**config.mk**
```make
export PLATFORM = sky130hd
export DESIGN_NAME = riscv_run_controller
export DESIGN_NICKNAME = d
export VERILOG_FILES = /design/src/rtl/riscv_run_controller.sv
export SDC_FILE = /design/constraint.sdc
export NUM_CORES = 1
export LEC_CHECK = 0
export CAP_MARGIN = 20
export CORE_MARGIN = 5
export CORE_UTILIZATION = 48
export CTS_BUF_LIST = sky130_fd_sc_hd__clkbuf_4
export CTS_CLUSTER_DIAMETER = 200
export CTS_CLUSTER_SIZE = 30
export DETAILED_ROUTE_END_ITERATION = 10
export PLACE_DENSITY = 0.85
export SLEW_MARGIN = 20
export SYNTH_ARGS = -nofsm -noshare
export SYNTH_HDL_FRONTEND = slang
export SYNTH_SLANG_ARGS = --single-unit
export TNS_END_PERCENT = 100
```
**constraint.sdc**
```tcl
create_clock -name clk -period 3.85 [get_ports clk]
set_input_delay 0.385 -clock clk [delete_from_list [all_inputs] [get_ports clk]]
set_output_delay 0.385 -clock clk [all_outputs]
set_load 0.02 [all_outputs]
```
**src/rtl/riscv_run_controller.sv**
```systemverilog
// riscv_run_controller: sequences core reset, run, halt/timeout detection and write signature.
// Optional signature logic is enabled by defining RUN_CTRL_SIG_EN.
module riscv_run_controller #(
   parameter int DATA_WIDTH = 32,
   parameter int CNT_WIDTH = 32,
   parameter int RESET_CYCLES = 2,
   parameter int MAX_CYCLES = 1000,
   parameter int HALT_CYCLES = 4,
   parameter logic [DATA_WIDTH-1:0] EXPECTED_SIG = '0
) (
   input  logic                  clk,
   input  logic                  rst,
   input  logic                  start,
   input  logic [DATA_WIDTH-1:0] pc,
   input  logic                  rf_we,
   input  logic [4:0]            rf_wa,
   input  logic [DATA_WIDTH-1:0] rf_wd,
   output logic                  core_rst_n,
   output logic                  running,
   output logic                  done,
   output logic                  halted,
   output logic                  timeout,
   output logic                  pass,
   output logic [CNT_WIDTH-1:0]  cycle_count,
   output logic [CNT_WIDTH-1:0]  retire_count,
   output logic [DATA_WIDTH-1:0] signature
);
   localparam int RW = $clog2(RESET_CYCLES + 1);
   localparam int SW = $clog2(HALT_CYCLES + 1);
   typedef enum logic [1:0] {IDLE, RESET, RUN, DONE} state_t;
   state_t state, next_state;
   logic [RW-1:0] rst_cnt;
   logic [SW-1:0] stall_cnt;
   logic [DATA_WIDTH-1:0] prev_pc;
   logic same, halt_hit, to_hit, retire, enter;
   // the first RUN cycle has no valid prev_pc, so it never counts as a match
   assign same = (pc == prev_pc) && (cycle_count != '0);
   assign halt_hit = (state == RUN) && same && (stall_cnt == SW'(HALT_CYCLES - 1));
   assign to_hit = (state == RUN) && (cycle_count == CNT_WIDTH'(MAX_CYCLES - 1)) && !halt_hit;
   assign retire = (state == RUN) && rf_we && (rf_wa != 5'd0);
   assign enter = (state != RESET) && (next_state == RESET);
   assign running = (state == RUN);
   assign done = (state == DONE);
   always_comb begin
      next_state = state;
      case (state)
         IDLE:  next_state = start ? RESET : IDLE;
         RESET: next_state = (rst_cnt == RW'(RESET_CYCLES - 1)) ? RUN : RESET;
         RUN:   next_state = (halt_hit || to_hit) ? DONE : RUN;
         DONE:  next_state = start ? RESET : DONE;
         default: next_state = IDLE;
      endcase
   end
   always_ff @(posedge clk or posedge rst) begin
      if (rst) begin
         state <= IDLE;
         core_rst_n <= 1'b0;
         rst_cnt <= '0;
         stall_cnt <= '0;
         prev_pc <= '0;
         cycle_count <= '0;
         retire_count <= '0;
         halted <= 1'b0;
         timeout <= 1'b0;
      end else begin
         state <= next_state;
         core_rst_n <= (next_state == RUN) || (next_state == DONE);
         rst_cnt <= (state == RESET) ? rst_cnt + RW'(1) : '0;
         if (enter) begin
            stall_cnt <= '0;
            cycle_count <= '0;
            retire_count <= '0;
            halted <= 1'b0;
            timeout <= 1'b0;
         end else if (state == RUN) begin
            cycle_count <= cycle_count + CNT_WIDTH'(1);
            prev_pc <= pc;
            stall_cnt <= same ? stall_cnt + SW'(1) : '0;
            if (halt_hit) halted <= 1'b1;
            if (to_hit) timeout <= 1'b1;
            if (retire) retire_count <= retire_count + CNT_WIDTH'(1);
         end
      end
   end
`ifdef RUN_CTRL_SIG_EN
   always_ff @(posedge clk or posedge rst) begin
      if (rst) signature <= '0;
      else if (enter) signature <= '0;
      else if (retire) signature <= {signature[DATA_WIDTH-2:0], signature[DATA_WIDTH-1]} ^ rf_wd ^ DATA_WIDTH'(rf_wa);
   end
   assign pass = halted && (signature == EXPECTED_SIG);
`else
   logic unused_wd;
   assign unused_wd = ^rf_wd;
   assign signature = '0;
   assign pass = halted;
`endif
endmodule

```
==> qor.csv, run 1 <==
stage;metric;value;unit
outcome;status;completed;
timing;final setup vio count;0;
grt;antenna violations before repair;0;
yosys;main combinational cell family by area after synthesis;simple AND/OR/NAND/NOR gates;
grt;pin count of the biggest net entering global routing;68;
timing;fin crit period;3.01;ns
critical_path;startpoint of the worst register-to-register path;state[0];
run;max_cap viols;0;
timing;Min Hold Slack;0.428;ns
critical_path;Buffers & Inverters on Critical Path;3;
yosys;most common cell in the synthesized netlist;nand2_1;
clock_network;Post-CTS Resized;0;
layout;FF/Latch Area;2650;µm²
timing;Final Max Tran Viols;0;
floorplanning;num rows;39;
place;Final Wtd Congestion;0.808;
timing;Worst Clk Skew;0.0157;ns
timing;Slew headroom;45.0;%
yosys;multiplexer share of the synthesized area;0.179;%
clock_network;Max H-tree Level;3;
power;LEAKAGE;3.08;nW
routing;M1 WL;5.39;mm
critical_path;kind of critical path;reg -> out;
layout;layout cells sized above 1;4.37;%
layout;area of the multi-input gates;2670;µm²
critical_path;CP Cell Sequence;nand2b_1, buf_4, inv_1, clkdlybuf4s50_1;
critical_path;RR Endpoint;timeout;
yosys;count of flip-flops with a built-in enable after synthesis;0;
critical_path;reg2reg path depth;7;
routing;Routed Antenna Nets;0;
routing;overall via count from detail_route;4508;
critical_path;kind of end point of the critical path;primary output;
critical_path;Critical-path top delay cell;clkdlybuf4s50_1;
yosys;Post-Synth Simple-Gate Area;26.1;%
routing;WL met3;764;µm
yosys;Ys Warns;0;
yosys;flops & latches, synth;106;
grt;first-pass GRT wire length;21.5;mm
yosys;Post-Synth XOR/XNOR Area;12.1;%
min_path;Hold WC Path Type;in -> async;
place;dpl hpwl;9.53;mm
yosys;count of different cell masters after synthesis;45;
grt;vias in the first global route;4466;
power;VDD IR max;0.334;mV
yosys;Synth Area per Inst;9.25;µm²
routing;post-DR wirelength/cell;14.9;µm
layout;Area Growth Syn to Fin;22.2;%
clock_network;CTS buffer count;9;
yosys;Post-Synth Adder-Cell Area;1.34;%
grt;total gr overflow;0;
timing;RSZ-0062 raised after global routing;false;
layout;Fillers;975;
routing;DRT Pass-1 Iters;5;
yosys;Cells after Synth;604;
floorplanning;Starting Density;48.9;%
critical_path;CP arrival;2.62;ns
routing;Total Wirelength;12.7;mm
clock_network;clock latency at the later pin of the worst-skew pair;0.46;ns
yosys;synth top area cells;dfrtp_1 47%, xor2_1 9.6%, nand2_1 8.1%;
yosys;share of the synthesized area in the top cell type;47.5;%
critical_path;startpoint types;flip-flop;
clock_network;clk root buf;clkbuf_4;
yosys;complex-gate fraction of the synthesized area;5.82;%
layout;ANT cells;0;
timing;fmax;333;MHz
timing;Fin. Hold Viols;0;
clock_network;CTS tree;done;
critical_path;max incr delay on CP;0.72;ns
floorplanning;total die area;13900;µm²
timing;Final Cycle Share;78.1;%
place;port bufs;110;
critical_path;Levels on crit path;4;
yosys;Synth top cells by count;121 x nand2_1, 106 x dfrtp_1, 61 x xor2_1;
timing;worst-margin pin slew;0.825;ns
critical_path;Reg2Reg Setup Slack;1.37;ns
yosys;asr flop ratio synth;100;%
floorplanning;Top-Level Pins;175;
yosys;Primary FF master, synth;dfrtp_1;
timing;setup tns final;0;ns
yosys;Post-Syn Area;5590;µm²
critical_path;Max FO, Critical Path;39;
routing;Via-to-Cell Ratio;5.28;
clock_network;TritonCTS Sinks;106;
layout;final net count;785;
routing;Top Layer Used;met4;
yosys;Yosys top cell by area;dfrtp_1;
routing;DRC Markers;0;
clock_network;Post-CTS Repair Setup Buffers;0;
critical_path;Top delay family on crit path;buffers and inverters;
floorplanning;die height;118;µm
floorplanning;die width;118;µm
clock_network;clk slew on worst S/H paths;0.16;ns
clock_network;cts-stage hold buffer count;0;
clock_network;clock buffer depth;2;
yosys;register area share after synthesis;47.5;%
routing;initial DRC count;307;
power;PD cells;310;nW/µm²
grt;GRT Total Usage;18.3;%
critical_path;Worst Path Required;3.46;ns
floorplanning;core region area;11400;µm²
routing;routed length on met2;6.37;mm
## cell families (layout without fill, tap and decap cells)
logic type / Yosys count / in the layout
adders and majority gates: 6 / 6
and+or+nand+nor: 295 / 295
xor gates and xnor gates: 77 / 77
other: 1 / 32
DFF: 106 / 106
AOI/OAI and AO/OA: 49 / 49
buffers and inverters: 69 / 144
muxes: 1 / 1
## registers in the layout (all words and copies together) (netlist names)
name / cells
retire_count: 32
stall_cnt: 3
rst_cnt: 2
timeout: 1
cycle_count: 32
core_rst_n: 1
prev_pc: 32
halted: 1
state: 2
## placed cells by master (no fill, tap or decap), types with 7 or more instances in the layout
master | synthesis | layout
nand2_1 | 121 | 121
clkdlybuf4s50_1 | 0 | 110
dfrtp_1 | 106 | 106
xor2_1 | 61 | 61
nor2_1 | 57 | 57
nand3_1 | 32 | 32
conb_1 | 1 | 32
nor4_1 | 19 | 19
xnor2_1 | 16 | 16
nand4_1 | 15 | 15
a21oi_1 | 14 | 14
inv_1 | 14 | 13
o31ai_1 | 11 | 11
clkbuf_4 | 0 | 10
and3_1 | 10 | 9
o211ai_1 | 8 | 8
o21ai_0 | 7 | 7
or3_1 | 7 | 7
## routing by layer
| layer | global-route usage (%) | vias to the layer above |
|---|---|---|
| li1 | - | 2187 |
| met1 | 22.9 | 2182 |
| met2 | 31.5 | 122 |
| met3 | 4.57 | 17 |
| met4 | 4.95 | 0 |
| met5 | 0 | - |
## through the flow
stage               utilization [%]  power, mW  instances  setup WS (ns)  area, µm²
floorplan                         -       1.44        635          0.676       5700
global placement               58.6       1.55        838           1.32       6690
detailed placement             58.6       1.57        838           1.27       6690
CTS                            59.8       2.13        853          0.780       6820
global route                   59.8       2.21        853          0.639       6820
finish                         59.8       2.11        853          0.844       6820
## layout make-up
| type | count | share of cell area, % |
|---|---|---|
| Timing Repair Buffer | 115 | 16.7 |
| Clock inverter | 5 | 0.825 |
| Tap cell | 143 | 2.62 |
| Inverter | 14 | 0.807 |
| Clock buffer | 10 | 1.10 |
| Multi-Input combinational cell | 460 | 39.1 |
| Sequential cell | 106 | 38.9 |
## report_power, final
part / switching (mW) / total [mW] / internal [mW]
clock: 0.367 / 0.568 / 0.201
sequential: 0.0567 / 1.22 / 1.16
combinational: 0.180 / 0.327 / 0.147
## how the worst max path moves through the flow
stage / startpoint / to / slack, ns
final: state[0] / running / 0.84
after global routing: state[0] / running / 0.64
after CTS: state[0] / running / 0.78
after detailed placement: pc[20] / timeout / 1.27
after global placement: pc[20] / timeout / 1.32
after floorplan: rst / core_rst_n / 0.68
Note: power is estimated with default switching activity, not from simulation.
==> run 2, diff against run 1 <==
- CORE_UTILIZATION: 48 -> 44
- PLACE_DENSITY: 0.85 -> 0.82
- clock period: 3.85 -> 2.55 ns (I/O delays scaled with it)
==> qor.csv, run 2 (same netlist as run 1, synthesis figures left out) <==
stage;metric;value;unit;change
critical_path;kind of critical path;reg -> out;;
clock_network;Max H-tree Level;3;;unchanged
timing;final setup margin;0.158;ns;-0.687 ns
floorplanning;Starting Density;44.6;%;-4.3 points
timing;Final Max Tran Viols;0;;unchanged
floorplanning;total die area;15000;µm²;+8.3%
layout;final net count;791;;+0.76%
critical_path;Worst Setup SP;state[0];;
clock_network;clock latency at the later pin of the worst-skew pair;0.49;ns;+0.03 ns
critical_path;max incr delay on CP;0.68;ns;-0.04 ns
place;Placement Cell Area;6800;µm²;+1.6%
layout;biggest regs;cycle_count: 32 flops, prev_pc: 32 flops, retire_count: 32 flops;;
critical_path;reg2reg path depth;5;;-2
timing;worst-margin pin slew;0.794;ns;-0.0303 ns
clock_network;clk slew on worst S/H paths;0.19;ns;+0.03 ns
grt;GRT Total Usage;18.0;%;-0.31 points
clock_network;CTS tree;done;;
place;Setup WS pre-CTS;0.143;ns;-1.12 ns
timing;Final Cycle Share;93.8;%;
clock_network;CTS buffer count;9;;unchanged
timing;setup tns final;0;ns;unchanged
timing;Slew headroom;46.9;%;+1.9 points
critical_path;Reg2Reg Setup Slack;0.43;ns;-0.94 ns
routing;Via-to-Cell Ratio;5.15;;-2.6%
timing;Fin. Hold Viols;0;;unchanged
critical_path;Critical Path Sink;running;;
routing;overall via count from detail_route;4581;;+1.6%
min_path;Hold WC Path Type;in -> async;;
routing;post-DR wirelength/cell;14.7;µm;-1.4%
floorplanning;die height;123;µm;+4.1%
place;dpl hpwl;9.71;mm;+1.9%
grt;total gr overflow;0;;unchanged
timing;fmax;418;MHz;
routing;Routed Antenna Nets;0;;unchanged
place;Final Wtd Congestion;0.901;;+11%
critical_path;Worst Path Required;2.30;ns;-1.16 ns
clock_network;Post-CTS Resized;0;;unchanged
grt;pin count of the biggest net entering global routing;43;;-37%
layout;most common cell after layout, fill and taps aside;nand2_1;;
power;VDD IR max;0.193;mV;-42%
layout;most frequent cells in the layout;121 x nand2_1, 110 x clkdlybuf4s50_1, 106 x dfrtp_1;;
place;port bufs;110;;unchanged
grt;first-pass GRT wire length;21.6;mm;+0.54%
critical_path;Critical-path top delay cell;clkdlybuf4s50_1;;
timing;final setup vio count;0;;unchanged
routing;initial DRC count;292;;-4.9%
timing;fin crit period;2.39;ns;
power;PD cells;471;nW/µm²;+52%
clock_network;cts-stage hold buffer count;0;;unchanged
timing;RSZ-0062 raised after global routing;false;;
power;Power Total;3.27;mW;+55%
clock_network;clock buffer depth;2;;unchanged
critical_path;kind of end point of the critical path;primary output;;
critical_path;CP arrival;2.14;ns;-0.48 ns
routing;Total Wirelength;13.1;mm;+2.9%
clock_network;TritonCTS Sinks;106;;unchanged
layout;fin area;6960;µm²;+1.9%
timing;Min Hold Slack;0.218;ns;-0.210 ns
power;LEAKAGE;3.13;nW;+1.6%
grt;vias in the first global route;4458;;-0.18%
critical_path;startpoint types;flip-flop;;
outcome;status;completed;;
routing;DRT Pass-1 Iters;5;;unchanged
floorplanning;num rows;41;;+5.1%
layout;layout cells sized above 1;5.30;%;+0.93 points
floorplanning;core region area;12500;µm²;+9.6%
critical_path;RR Endpoint;timeout;;
floorplanning;die width;123;µm;+4.1%
critical_path;startpoint of the worst register-to-register path;prev_pc[4];;
run;max_cap viols;0;;unchanged
clock_network;clk root buf;clkbuf_4;;
critical_path;Max FO, Critical Path;9;;-77%
critical_path;CP Cell Sequence;nand2b_1, inv_1, clkdlybuf4s50_1;;
clock_network;Post-CTS Repair Setup Buffers;0;;unchanged
layout;Area Growth Syn to Fin;24.5;%;
routing;DRC Markers;0;;unchanged
timing;Worst Clk Skew;0.0166;ns;+0.000984 ns
floorplanning;Top-Level Pins;175;;unchanged
grt;antenna violations before repair;1;;+1
## run 2: per-layer routing
metal  GRT usage, %  up-vias  routed length (µm)
met5              0        -                   0
met4           6.30        0                 191
met3           4.29       14                 689
met2           30.4      129                6630
met1           22.5     2232                5540
li1               -     2206                   -
## run 2: power breakdown
group          leakage (nW)  internal [mW]  switching, mW
combinational          1.68          0.227          0.273
sequential             1.37           1.75         0.0853
clock                0.0841          0.318          0.616
total                  3.13           2.30          0.974
## run 2: critical path: cells and delay by family (launching register included)
| family | cells | cell delay [ns] |
|---|---|---|
| buffers and inverters | 2 | 0.96 |
| DFF | 1 | 0.49 |
| and+or+nand+nor | 1 | 0.19 |
## run 2: how the worst min path moves through the flow
stage	slack, ns	startpoint	endpoint
after detailed placement	0.43	rst_cnt[0]	rst_cnt[0]
after floorplan	0.34	start	core_rst_n
final	0.22	rst	prev_pc[12]
after global placement	0.42	rst_cnt[0]	rst_cnt[0]
after global routing	0.25	rst	prev_pc[8]
after CTS	0.21	rst	prev_pc[12]
## run 2: cell type report
cell class              instances  area (µm²)
flip-flops and latches        106        2650
clock buffers                   9        67.6
multi-input cells             460        2670
fillers                      1146        5560
inverters                      14        56.3
diodes                          1        2.50
well taps                     172         215
repair buffers                121        1210
clock inverters                 7        86.3
## run 2: metrics by stage
| step | instances | utilization [%] |
|---|---|---|
| after floorplan | 635 | - |
| after global placement | 873 | 54.3 |
| after detailed placement | 873 | 54.3 |
| after CTS | 889 | 55.5 |
| after global routing | 890 | 55.6 |
| final | 890 | 55.6 |
